$ cat config.mk
export PLATFORM = sky130hd
export DESIGN_NAME = interrupt_sequencer_flat
export DESIGN_NICKNAME = d
export VERILOG_FILES = /design/src/rtl/interrupt_sequencer_if.sv /design/src/rtl/interrupt_sequencer.sv /design/src/flat_wrapper.sv
export SDC_FILE = /design/constraint.sdc
export NUM_CORES = 1
export LEC_CHECK = 0
export ABC_CLOCK_PERIOD_IN_PS = 1900
export CORE_ASPECT_RATIO = 1.4
export CORE_UTILIZATION = 46
export DETAILED_ROUTE_END_ITERATION = 12
export PLACE_DENSITY_LB_ADDON = 0.08
export SLEW_MARGIN = 40
export SYNTH_ARGS = -nofsm -noshare
export SYNTH_HDL_FRONTEND = slang
export SYNTH_SLANG_ARGS = --single-unit
export TNS_END_PERCENT = 50
$ cat constraint.sdc
create_clock -name clk -period 1.9 [get_ports clk]
set_input_delay 0.19 -clock clk [delete_from_list [all_inputs] [get_ports clk]]
set_output_delay 0.19 -clock clk [all_outputs]
set_load 0.01 [all_outputs]
$ cat src/rtl/interrupt_sequencer_if.sv
// interrupt_sequencer_if: decoder/bus signals shared between the CPU core and the interrupt sequencer
interface interrupt_sequencer_if;
  logic clk_enable;
  logic irq;
  logic nmi;
  logic i_flag;
  logic boundary;
  logic [15:0] pc;
  logic [7:0] sp;
  logic [7:0] status;
  logic [7:0] data_in;
  logic int_pending;
  logic busy;
  logic [15:0] address;
  logic [7:0] data_out;
  logic rw;
  logic sp_dec;
  logic set_i;
  logic pc_load;
  logic [15:0] pc_value;
  modport master (
    input  clk_enable, irq, nmi, i_flag, boundary, pc, sp, status, data_in,
    output int_pending, busy, address, data_out, rw, sp_dec, set_i, pc_load, pc_value
  );
  modport slave (
    output clk_enable, irq, nmi, i_flag, boundary, pc, sp, status, data_in,
    input  int_pending, busy, address, data_out, rw, sp_dec, set_i, pc_load, pc_value
  );
endinterface

$ cat src/rtl/interrupt_sequencer.sv
// interrupt_sequencer: pushes PC and status, fetches the NMI/IRQ vector and reloads the PC
module interrupt_sequencer #(
  parameter logic [7:0]  STACK_PAGE = 8'h01,
  parameter logic [15:0] NMI_VECTOR = 16'hFFFA,
  parameter logic [15:0] IRQ_VECTOR = 16'hFFFE
) (
  input logic clk,
  input logic rst,
  interrupt_sequencer_if.master bus
);
  typedef enum logic [2:0] {IDLE, PUSH_PCH, PUSH_PCL, PUSH_P, VEC_LO, VEC_HI, LOAD_PC} state_t;
  state_t state, next;
  logic en, start, nmi_q, armed, nmi_latch, nmi_rise, nmi_sel;
  logic [15:0] pc_cap, vector;
  logic [7:0] sp_cap, status_cap, lo, hi;
  assign en = bus.clk_enable;
  assign nmi_rise = armed & bus.nmi & ~nmi_q;
  assign bus.int_pending = nmi_latch | (bus.irq & ~bus.i_flag);
  assign bus.busy = state != IDLE;
  assign vector = nmi_sel ? NMI_VECTOR : IRQ_VECTOR;
  // NMI edge detection runs every edge; the first sample after reset only primes the history
  always_ff @(posedge clk or posedge rst)
    if (rst) begin
      nmi_q <= 1'b0;
      armed <= 1'b0;
      nmi_latch <= 1'b0;
    end else begin
      nmi_q <= bus.nmi;
      armed <= 1'b1;
      nmi_latch <= (nmi_latch & ~start) | nmi_rise;
    end
  // sequencer state plus context captured at start and vector bytes captured during the fetch
  always_ff @(posedge clk or posedge rst)
    if (rst) begin
      state <= IDLE;
      pc_cap <= 16'h0;
      sp_cap <= 8'h0;
      status_cap <= 8'h0;
      nmi_sel <= 1'b0;
      lo <= 8'h0;
      hi <= 8'h0;
    end else if (en) begin
      state <= next;
      if (start) begin
        pc_cap <= bus.pc;
        sp_cap <= bus.sp;
        status_cap <= bus.status;
        nmi_sel <= nmi_latch;
      end
      if (state == VEC_LO) lo <= bus.data_in;
      if (state == VEC_HI) hi <= bus.data_in;
    end
  // next-state and bus outputs; pulses are gated by clk_enable so each fires once per state
  always_comb begin
    next = state;
    start = 1'b0;
    bus.address = 16'h0;
    bus.data_out = 8'h0;
    bus.rw = 1'b1;
    bus.sp_dec = 1'b0;
    bus.set_i = 1'b0;
    bus.pc_load = 1'b0;
    bus.pc_value = 16'h0;
    case (state)
      IDLE: if (bus.boundary && bus.int_pending) begin
        next = PUSH_PCH;
        start = en;
      end
      PUSH_PCH: begin
        next = PUSH_PCL;
        bus.address = {STACK_PAGE, sp_cap};
        bus.data_out = pc_cap[15:8];
        bus.rw = 1'b0;
        bus.sp_dec = en;
      end
      PUSH_PCL: begin
        next = PUSH_P;
        bus.address = {STACK_PAGE, sp_cap - 8'd1};
        bus.data_out = pc_cap[7:0];
        bus.rw = 1'b0;
        bus.sp_dec = en;
      end
      PUSH_P: begin
        next = VEC_LO;
        bus.address = {STACK_PAGE, sp_cap - 8'd2};
        bus.data_out = {status_cap[7:6], 2'b10, status_cap[3:0]};
        bus.rw = 1'b0;
        bus.sp_dec = en;
      end
      VEC_LO: begin
        next = VEC_HI;
        bus.address = vector;
      end
      VEC_HI: begin
        next = LOAD_PC;
        bus.address = vector + 16'd1;
      end
      LOAD_PC: begin
        next = IDLE;
        bus.pc_load = en;
        bus.set_i = en;
        bus.pc_value = {hi, lo};
      end
      default: next = IDLE;
    endcase
  end
endmodule

$ cat src/flat_wrapper.sv
// flat-port wrapper written by rule: the top's interface ports become plain ports
module interrupt_sequencer_flat 
#(
  parameter logic [7:0]  STACK_PAGE = 8'h01,
  parameter logic [15:0] NMI_VECTOR = 16'hFFFA,
  parameter logic [15:0] IRQ_VECTOR = 16'hFFFE
)
  (clk, rst, bus_clk_enable, bus_irq, bus_nmi, bus_i_flag, bus_boundary, bus_pc, bus_sp, bus_status, bus_data_in, bus_int_pending, bus_busy, bus_address, bus_data_out, bus_rw, bus_sp_dec, bus_set_i, bus_pc_load, bus_pc_value);
  interrupt_sequencer_if bus_i ();
  input logic clk;
  input logic rst;
  input wire logic [$bits(bus_i.clk_enable)-1:0] bus_clk_enable;
  input wire logic [$bits(bus_i.irq)-1:0] bus_irq;
  input wire logic [$bits(bus_i.nmi)-1:0] bus_nmi;
  input wire logic [$bits(bus_i.i_flag)-1:0] bus_i_flag;
  input wire logic [$bits(bus_i.boundary)-1:0] bus_boundary;
  input wire logic [$bits(bus_i.pc)-1:0] bus_pc;
  input wire logic [$bits(bus_i.sp)-1:0] bus_sp;
  input wire logic [$bits(bus_i.status)-1:0] bus_status;
  input wire logic [$bits(bus_i.data_in)-1:0] bus_data_in;
  output wire logic [$bits(bus_i.int_pending)-1:0] bus_int_pending;
  output wire logic [$bits(bus_i.busy)-1:0] bus_busy;
  output wire logic [$bits(bus_i.address)-1:0] bus_address;
  output wire logic [$bits(bus_i.data_out)-1:0] bus_data_out;
  output wire logic [$bits(bus_i.rw)-1:0] bus_rw;
  output wire logic [$bits(bus_i.sp_dec)-1:0] bus_sp_dec;
  output wire logic [$bits(bus_i.set_i)-1:0] bus_set_i;
  output wire logic [$bits(bus_i.pc_load)-1:0] bus_pc_load;
  output wire logic [$bits(bus_i.pc_value)-1:0] bus_pc_value;
  assign bus_i.clk_enable = bus_clk_enable;
  assign bus_i.irq = bus_irq;
  assign bus_i.nmi = bus_nmi;
  assign bus_i.i_flag = bus_i_flag;
  assign bus_i.boundary = bus_boundary;
  assign bus_i.pc = bus_pc;
  assign bus_i.sp = bus_sp;
  assign bus_i.status = bus_status;
  assign bus_i.data_in = bus_data_in;
  assign bus_int_pending = bus_i.int_pending;
  assign bus_busy = bus_i.busy;
  assign bus_address = bus_i.address;
  assign bus_data_out = bus_i.data_out;
  assign bus_rw = bus_i.rw;
  assign bus_sp_dec = bus_i.sp_dec;
  assign bus_set_i = bus_i.set_i;
  assign bus_pc_load = bus_i.pc_load;
  assign bus_pc_value = bus_i.pc_value;
  interrupt_sequencer #(.STACK_PAGE(STACK_PAGE), .NMI_VECTOR(NMI_VECTOR), .IRQ_VECTOR(IRQ_VECTOR)) u_core (.clk(clk), .rst(rst), .bus(bus_i));
endmodule
# Yosys cells after proc, flatten, opt, wreduce, memory -nomap -nowiden
# Index checks and enable logic that the tools add are counted.
[totals]
output_inout_bits = 46
regBits = 55
wordCells = 48
in_bits = 47
[classes]
n_addsub = 3
n_eq_ne = 7
reduce_logical = 8
mux = 11
n_bitwise = 9
[ops]
columns = ["op", "n"]
rows = [
  ["case mux 16 bit (5 select lines)", 1],
  ["case mux 8 bit (3 select lines)", 1],
  ["case mux 3 bit (6 select lines)", 1],
  ["adder 16 x 1 -> 16 bit (second input constant)", 1],
  ["2-to-1 mux 16 bit", 1],
  ["== test 3 bit (second input constant)", 3],
  ["AND reduction 2 bit", 4],
  ["subtractor 8 x 1 -> 8 bit (second input constant)", 1],
  ["subtractor 8 x 2 -> 8 bit (second input constant)", 1],
  ["== test 3 x 2 -> 1 bit (second input constant)", 2],
  ["2-to-1 mux 3 bit", 2],
  ["2-to-1 mux 1 bit", 5],
  ["bitwise AND 1 bit", 4],
  ["== test 3 x 1 -> 1 bit (second input constant)", 1],
  ["zero test 3 bit", 1],
  ["inverter 1 bit", 3],
  ["nonzero test 3 bit", 1],
  ["OR reduction 3 bit", 1],
  ["inequality test 2 x 1 -> 1 bit (second input constant)", 1],
  ["bitwise OR 1 bit", 2],
  ["logical AND 1 bit", 1],
]

# Depth between registers and ports, before layout
# Gate-level depths: netlist of the first run.
[logic_depth]
ltp_word = 9
ltp_mapped = 7
mapped_depth_nobuf = 6

# Least setup slack after synthesis of the first run
# OpenSTA, ideal clock, no wires.
[synth_timing]
path_kind = "register to output"
start = "reg u_core.sp_cap[3]"
end = "out bus_address[7]"
arrival_ps = 1444
required_time_ps = 1710
stages_incl_launch_ff = 4
path_buffers = 0
path_slack_ps = 266
cell_sequence = "dfrtp_1 -> or4_1 -> or4_1 -> nand3_1"
[synth_via]
elab_chain_len = 2
word_cells_on_any_way = 3
classes_between = "add/sub (2); mux (1)"
[synth_rtl]
columns = ["element", "line_no", "rtl"]
rows = [
  ["start: declaration", "interrupt_sequencer.sv:15", "logic [7:0] sp_cap, status_cap, lo, hi;"],
  ["start signal: assignment", "interrupt_sequencer.sv:46", "sp_cap <= bus.sp;"],
  ["subtractor 8 x 2 -> 8 bit / subtractor 8 x 1 -> 8 bit (equally long branches)", "interrupt_sequencer.sv:85, interrupt_sequencer.sv:78", ""],
  ["case mux 16 bit (5 select lines) (*)", "interrupt_sequencer.sv:64", "case (state)"],
  ["end: declaration", "flat_wrapper.sv:23", "output wire logic [$bits(bus_i.address)-1:0] bus_address;"],
]
# Mark *: on every way between the ends. The rest lies on a longest branch, timed or not.

# Worst setup path in the final report of the first run
[layout_timing]
start = "reg u_core.sp_cap[4]"
end = "out bus_address[7]"
# Same word-level chain as after synthesis.

==> results.yml, run 1 <==
status:
  run_status: "finished, violations left"
  violations: "setup timing"
cts:
  cts_hold_buf: 0
  worst_setup_hold_path_clk_slew_ns: 0.10
  cts-htree-levels: 2
  tritoncts_num_sinks: 53
  clock-root-buffer: "clkbuf_8"
  clk_latency_ns: 0.31
  tritoncts_clock_tree: "yes"
  cts_max_path_buffers: 2
  tritoncts.num_buffers: 5
detailed_routing:
  routedWlPerCell_um: 16.5
  via_count: 2339
  detail_route.vias_per_cell: 5.38
  antenna_left: 0
  wl_um: 7180
  detail_route.first_pass.iterations: 4
  dr.first_iter.drc_count: 100
  remaining_drc_errors: 0
synth:
  postSynth.topFlopCell: "dfrtp_1"
  yosys.area.top_type: "dfrtp_1"
  async_set_or_reset_register_ratio_after_synthesis: 1.00
  synth.net_count: 303
  synth_enable_flop_cells: 0
  synth.cell_area_um2: 2820
  netlist-cell-type-count: 45
  count_of_warnings_emitted_by_yosys: 0
  post_synth_inst_count: 254
  synth_area_per_cell_um2: 11.1
  postSynthRegisterBits: 53
  synth.top_cells.by_area: "dfrtp_1 47%, mux2_2 21%, and3_1 3.8%, a22oi_1 1.9%, buf_4 1.9%"
  seq_area_frac_synth: 0.470
  synth_top_cell_area_share: 0.470
power_and_ir_drop:
  p_clk_frac: 0.095
  seq_power_share: 0.296
  p_switching_mw: 2.60
  power.internal_mw: 4.13
  ir_drop_mv: 0.705
  switching_share: 0.387
  power-per-cell-area_nw_per_um2: 1600
  power.share.combinational: 0.609
  power_leakage_nw: 1.97
sta:
  worst_clock_skew_ns: 0.00997
  setup-violations-final: 4
  min_period_over_period: 1.12
  fmax_ghz: 0.472
  final_hold_viol_count: 0
  drv_slew: 0
  setup_tns_ns: -0.454
  layout_setup_ws_ns: -0.220
  rsz0062_at_grt: "yes"
  post-route-min-period_ns: 2.12
  fin_worst_hold_slack_ns: 0.231
run:
  cap_viol_max_count: 0
worst_setup_path:
  worstPathMaxFanout: 3
  worst_setup_path_end_kind: "primary output"
  crit_family: "simple AND/OR/NAND/NOR gates"
  worst_path_max_delay_cell: "or4_4"
  crit_chain: "or4_4 -> or4_4 -> nand3_2 -> buf_6"
  cell_occurring_most_often_along_the_worst_timing_path: "or4_4"
  timing.critical_path.required_ns: 1.71
  crit_type: "reg -> out"
  worstPathArrival_ns: 1.93
  critPathMaxStageDelay_ns: 0.54
  timing.critical_path.buf_inv: 1
  timing.critical_path.from_type: "flip-flop"
worst_hold_path:
  worst_hold_path_type: "in -> async"
die:
  core-area_um2: 5900
  die_width_um: 68.2
  effective_utilization_at_floorplan: 0.478
  fp-row-count: 33
  io_pins: 93
  die-area_um2: 6460
  die_height_um: 94.7
global_routing:
  number_of_global_route_vias_before_repair: 2426
  maximum_number_of_pins_on_one_net_before_global_route_repair: 54
  antenna_violations_before_repair: 0
  grt_first_pass_wirelength_um: 11500
  grt_usage: 0.237
  grt_overflow: 0
finish:
  net_count_reported_at_finish: 413
  layout_cell_share_with_drive_strength_beyond_1: 0.378
  diode_insertion_count_for_antenna_repair: 0
  fin_area_um2: 4200
  final_cells: 435
  layout-area-overhead-vs-synth_pct: 48.9
placed_design:
  dp_cells: 417
  port_buffers: 90
  post_dp_cell_area_um2: 3910
  gpl.final_weighted_congestion: 0.822
  post_placement_setup_slack_ns: -0.263
  post_dp_hpwl_um: 4850
## per-stage QoR
step,power (mW),util
after floorplan,4.12,-
after global placement,5.67,0.662
after detailed placement,5.75,0.662
after CTS,6.38,0.688
after global routing,7.21,0.712
final,6.74,0.712
## layout make-up
cell class,count,area [um^2]
fillers,465,1700
multi-input cells,166,1460
flip-flops and latches,53,1330
repair buffers,128,1210
well taps,70,87.6
clock buffers,7,76.3
inverters,10,40.0
clock inverters,1,7.51
## power groups by stage
stage	Sequential, mW	Clock (mW)	Combinational (mW)
6_report	1.99	0.643	4.10
5_1_grt	2.06	0.694	4.46
4_1_cts	1.96	0.659	3.77
3_5_place_dp	1.98	0	3.77
3_3_place_gp	1.95	0	3.72
2_1_floorplan	1.92	0	2.20
## timing repair
| action | in CTS | in global routing |
|---|---|---|
| resized for setup | 77 | 44 |
| endpoints found under the hold margin | 0 | 0 |
| pin swaps | 6 | 5 |
| setup endpoints to repair | 45 | 23 |
| buffers inserted | 7 | 4 |
## final timing paths
check | slack, ns | to | startpoint | cells after the start
setup / recovery | -0.22 | bus_address[7] | u_core.sp_cap[4] | 4
hold / removal | 0.23 | u_core.lo[6] | rst | 3
setup reg to reg | 0.21 | u_core.hi[5] | u_core.state[1] | 6
hold reg to reg | 0.41 | u_core.nmi_latch | u_core.nmi_q | 1
max in group asynchronous | 1.42 | u_core.nmi_q | rst | 3
min in group clk | 0.36 | u_core.nmi_q | bus_nmi | 1
## logic make-up after synthesis
kind of cell	after synthesis	share of synthesized area
other	1	0.00133
xor gates and xnor gates	3	0.00931
DFF	53	0.470
AOI/OAI and AO/OA	43	0.0989
and+or+nand+nor	63	0.130
buffers and inverters	35	0.0665
muxes	54	0.215
adders and majority gates	2	0.00886
## worst reg2reg max path, stage by stage, from the launching register on
cell,delay (ns)
dfrtp_1,0.41
buf_4,0.15
buf_6,0.16
nor2_4,0.14
buf_4,0.17
nand3_2,0.22
mux2_2,0.34
## synth_stat cells, types with 2 or more instances
| master | count |
|---|---|
| a31oi_1 | 4 |
| o211ai_1 | 4 |
| a22oi_1 | 7 |
| nor2b_1 | 2 |
| or4_1 | 2 |
| inv_1 | 9 |
| nand3_1 | 4 |
| o21ai_0 | 8 |
| nand2_1 | 12 |
| clkbuf_1 | 6 |
| o22ai_1 | 3 |
| buf_1 | 3 |
| a21oi_1 | 8 |
| buf_6 | 3 |
| xor2_1 | 2 |
| nand2b_1 | 4 |
| buf_2 | 6 |
| buf_4 | 7 |
| and3_1 | 17 |
| mux2_2 | 53 |
| nor2_1 | 13 |
| ha_1 | 2 |
| dfrtp_1 | 53 |
## metal layers
layer	up-vias	wire [um]	share of wire	track usage
li1	1113	-	-	-
met1	1132	2870	0.40	0.287
met2	80	3740	0.52	0.410
met3	14	403	0.056	0.0411
met4	0	170	0.024	0.0833
met5	-	0	0	0
## registers in the layout (all words and copies together), names as in the netlist
name / count
u_core.sp_cap: 8
u_core.nmi_sel: 1
u_core.state: 3
u_core.status_cap: 6
u_core.hi: 8
u_core.lo: 8
u_core.pc_cap: 16
u_core.nmi_q: 1
u_core.nmi_latch: 1
u_core.armed: 1
## cell usage in the layout (no fill, tap or decap), types with 5 or more instances in the layout
cell,n
a21oi_1,6
a22oi_2,6
and3_1,17
buf_4,25
buf_6,12
clkbuf_8,5
clkdlybuf4s15_1,9
clkdlybuf4s50_1,45
dfrtp_1,53
dlygate4sd2_1,29
inv_1,6
mux2_2,53
nand2_1,12
nor2_1,12
No activity file was read; power rests on OpenSTA's default activity.
==> run 2, diff against run 1 <==
--- a/config.mk
+++ b/config.mk
@@ -8,6 +8,7 @@
 export ABC_CLOCK_PERIOD_IN_PS = 1900
 export CORE_ASPECT_RATIO = 1.4
 export CORE_UTILIZATION = 46
+export CTS_CLUSTER_SIZE = 8
 export DETAILED_ROUTE_END_ITERATION = 12
 export PLACE_DENSITY_LB_ADDON = 0.08
 export SLEW_MARGIN = 40
==> results of run 2 <==
Same layout as run 1: the final DEF is identical, and so are final timing and power.
==> run 3, diff against run 2 <==
--- a/config.mk
+++ b/config.mk
@@ -5,7 +5,7 @@
 export SDC_FILE = /design/constraint.sdc
 export NUM_CORES = 1
 export LEC_CHECK = 0
-export ABC_CLOCK_PERIOD_IN_PS = 1900
+export ABC_CLOCK_PERIOD_IN_PS = 2000
 export CORE_ASPECT_RATIO = 1.4
 export CORE_UTILIZATION = 46
 export CTS_CLUSTER_SIZE = 8
==> constraint.sdc (replaced) <==
create_clock -name clk -period 2 [get_ports clk]
set_input_delay 0.2 -clock clk [delete_from_list [all_inputs] [get_ports clk]]
set_output_delay 0.2 -clock clk [all_outputs]
set_load 0.01 [all_outputs]
==> run 3 against run 2 <==
- core utilization fell by 2.8 points
- via count fell by 1.3%
- sequential power fell by 5%
- clock skew fell by 0.0032 ns
- the flow still finishes with violations (setup timing)
- hold slack improved by 0.020 ns
- critical path type unchanged
- clock power fell by 7.9%
- register-to-register slack improved by 0.02 ns
- clock-buffer cell count fell by 2
- die area did not move
- final cell count fell by 1.1%
- sequential share of layout area rose by 1.3 points
==> results.yml, run 3 (synthesis gave the netlist of run 1 again) <==
sta:
  worst_clock_skew_ns: 0.00680
  setup-violations-final: 1
  min_period_over_period: 1.02
  post-route-min-period_ns: 2.04
  rsz0062_at_grt: "yes"
  fin_worst_hold_slack_ns: 0.251
  layout_setup_ws_ns: -0.0386
  fmax_ghz: 0.491
  final_hold_viol_count: 0
  drv_slew: 0
  setup_tns_ns: -0.0386
run:
  cap_viol_max_count: 0
cts:
  clk_latency_ns: 0.30
  cts-htree-levels: 2
  cts_max_path_buffers: 2
  tritoncts_num_sinks: 53
  tritoncts_clock_tree: "yes"
  worst_setup_hold_path_clk_slew_ns: 0.10
  tritoncts.num_buffers: 5
  cts_hold_buf: 0
  clock-root-buffer: "clkbuf_8"
worst_setup_path:
  timing.critical_path.required_ns: 1.80
  crit-reg2reg-capture: "u_core.hi[0]"
  regToRegSetupSlack_ns: 0.23
  crit_type: "reg -> out"
  reg2reg_from: "u_core.state[1]"
  worstPathMaxFanout: 4
  worstPathArrival_ns: 1.84
  instance_count_on_the_critical_path: 4
  worst_path_max_delay_cell: "or4_4"
  worstSetupEndpoint: "bus_address[7]"
  timing.critical_path.buf_inv: 1
  crit_chain: "or4_4 -> or4_4 -> nand3_2 -> buf_6"
  cell_occurring_most_often_along_the_worst_timing_path: "or4_4"
  timing.critical_path.from_type: "flip-flop"
  crit_family: "simple AND/OR/NAND/NOR gates"
  reg2regPathDepth: 5
  worst_setup_path_end_kind: "primary output"
  critPathMaxStageDelay_ns: 0.52
  crit_start: "u_core.sp_cap[3]"
placed_design:
  port_buffers: 90
  gpl.final_weighted_congestion: 0.894
  post_dp_cell_area_um2: 3890
  post_dp_hpwl_um: 4800
  dp_cells: 415
status:
  violations: "setup timing"
  run_status: "finished, violations left"
die:
  io_pins: 93
  effective_utilization_at_floorplan: 0.478
  core-area_um2: 5900
  fp-row-count: 33
  die_height_um: 94.7
  die_width_um: 68.2
  die-area_um2: 6460
detailed_routing:
  via_count: 2308
  routedWlPerCell_um: 15.9
  remaining_drc_errors: 0
  antenna_left: 0
  detail_route.first_pass.iterations: 4
  dr.first_iter.drc_count: 152
  detail_route.vias_per_cell: 5.37
  wl_um: 6840
finish:
  layout-area-overhead-vs-synth_pct: 43.1
  final_common_cell: "mux2_2"
  diode_insertion_count_for_antenna_repair: 0
  net_count_reported_at_finish: 409
  registers.top_by_ff_count: "u_core.pc_cap"
  layout_cell_share_with_drive_strength_beyond_1: 0.322
  top_library_cells_by_usage_in_the_layout_fill_and_taps_aside: "53 x mux2_2, 52 x dfrtp_1, 45 x clkdlybuf4s50_1, 37 x dlygate4sd2_1, 25 x buf_4"
  largest_register_ffs: 16
  final_cells: 430
  fin_area_um2: 4040
worst_hold_path:
  worst_hold_path_type: "in -> async"
global_routing:
  maximum_number_of_pins_on_one_net_before_global_route_repair: 54
  number_of_global_route_vias_before_repair: 2303
  antenna_violations_before_repair: 0
  grt_usage: 0.225
  grt_first_pass_wirelength_um: 10900
  grt_overflow: 0
power_and_ir_drop:
  ir_drop_mv: 0.708
  power_leakage_nw: 1.95
  power_mw: 5.99
  power-per-cell-area_nw_per_um2: 1480
## run 3: cell types whose count changed in the layout (fill, tap and decap cells not counted), sizes merged
cell	previous run	this run
dlygate4sd2	29	37
clkinvlp	1	0
inv	10	11
buf	43	37
clkinv	0	1
clkdlybuf4s15	9	1
## run 3: final cells by class
cell class                      instances  area, um^2
Tap cell                               70        87.6
Clock inverter                          2        13.8
Inverter                               10        37.5
Fill cell                             490        1870
Clock buffer                            5        68.8
Timing Repair Buffer                  124        1160
Sequential cell                        53        1330
Multi-Input combinational cell        166        1340
## run 3: routing by layer
metal | GRT usage | wire length, um
met5 | 0 | 0
met4 | 0.0729 | 119
met3 | 0.0543 | 417
met2 | 0.390 | 3550
met1 | 0.266 | 2760
## run 3: worst min path at each step
stage,startpoint,end,slack [ns],depth (start not counted)
after floorplan,bus_nmi,u_core.nmi_q,0.23,0
after global placement,u_core.nmi_q,u_core.nmi_latch,0.40,1
after detailed placement,u_core.nmi_q,u_core.nmi_latch,0.42,1
after CTS,rst,u_core.hi[6],0.27,3
after global routing,rst,u_core.hi[6],0.27,3
final,rst,u_core.hi[6],0.25,3
## run 3: power breakdown
part | total [mW] | internal (mW) | switching [mW]
Clock | 0.592 | 0.243 | 0.349
Combinational | 3.51 | 1.89 | 1.62
Sequential | 1.89 | 1.59 | 0.297
## run 3: worst min-delay path, stage by stage
cell and delay (ns):
clkdlybuf4s50_1 0.41, inv_2 0.07, buf_12 0.27
## run 3: through the flow
stage                      util  setup WS (ns)
after floorplan               -          0.356
after detailed placement  0.659         -0.153
final                     0.684        -0.0386
after global placement    0.659         -0.142
after CTS                 0.677        -0.0637
after global routing      0.684        -0.0900
## run 3: timing repair
action / in CTS / in global routing
pin swaps: 1 / 1
resized for setup: 60 / 19
setup endpoints to repair: 44 / 11
setup buffers: 5 / 3
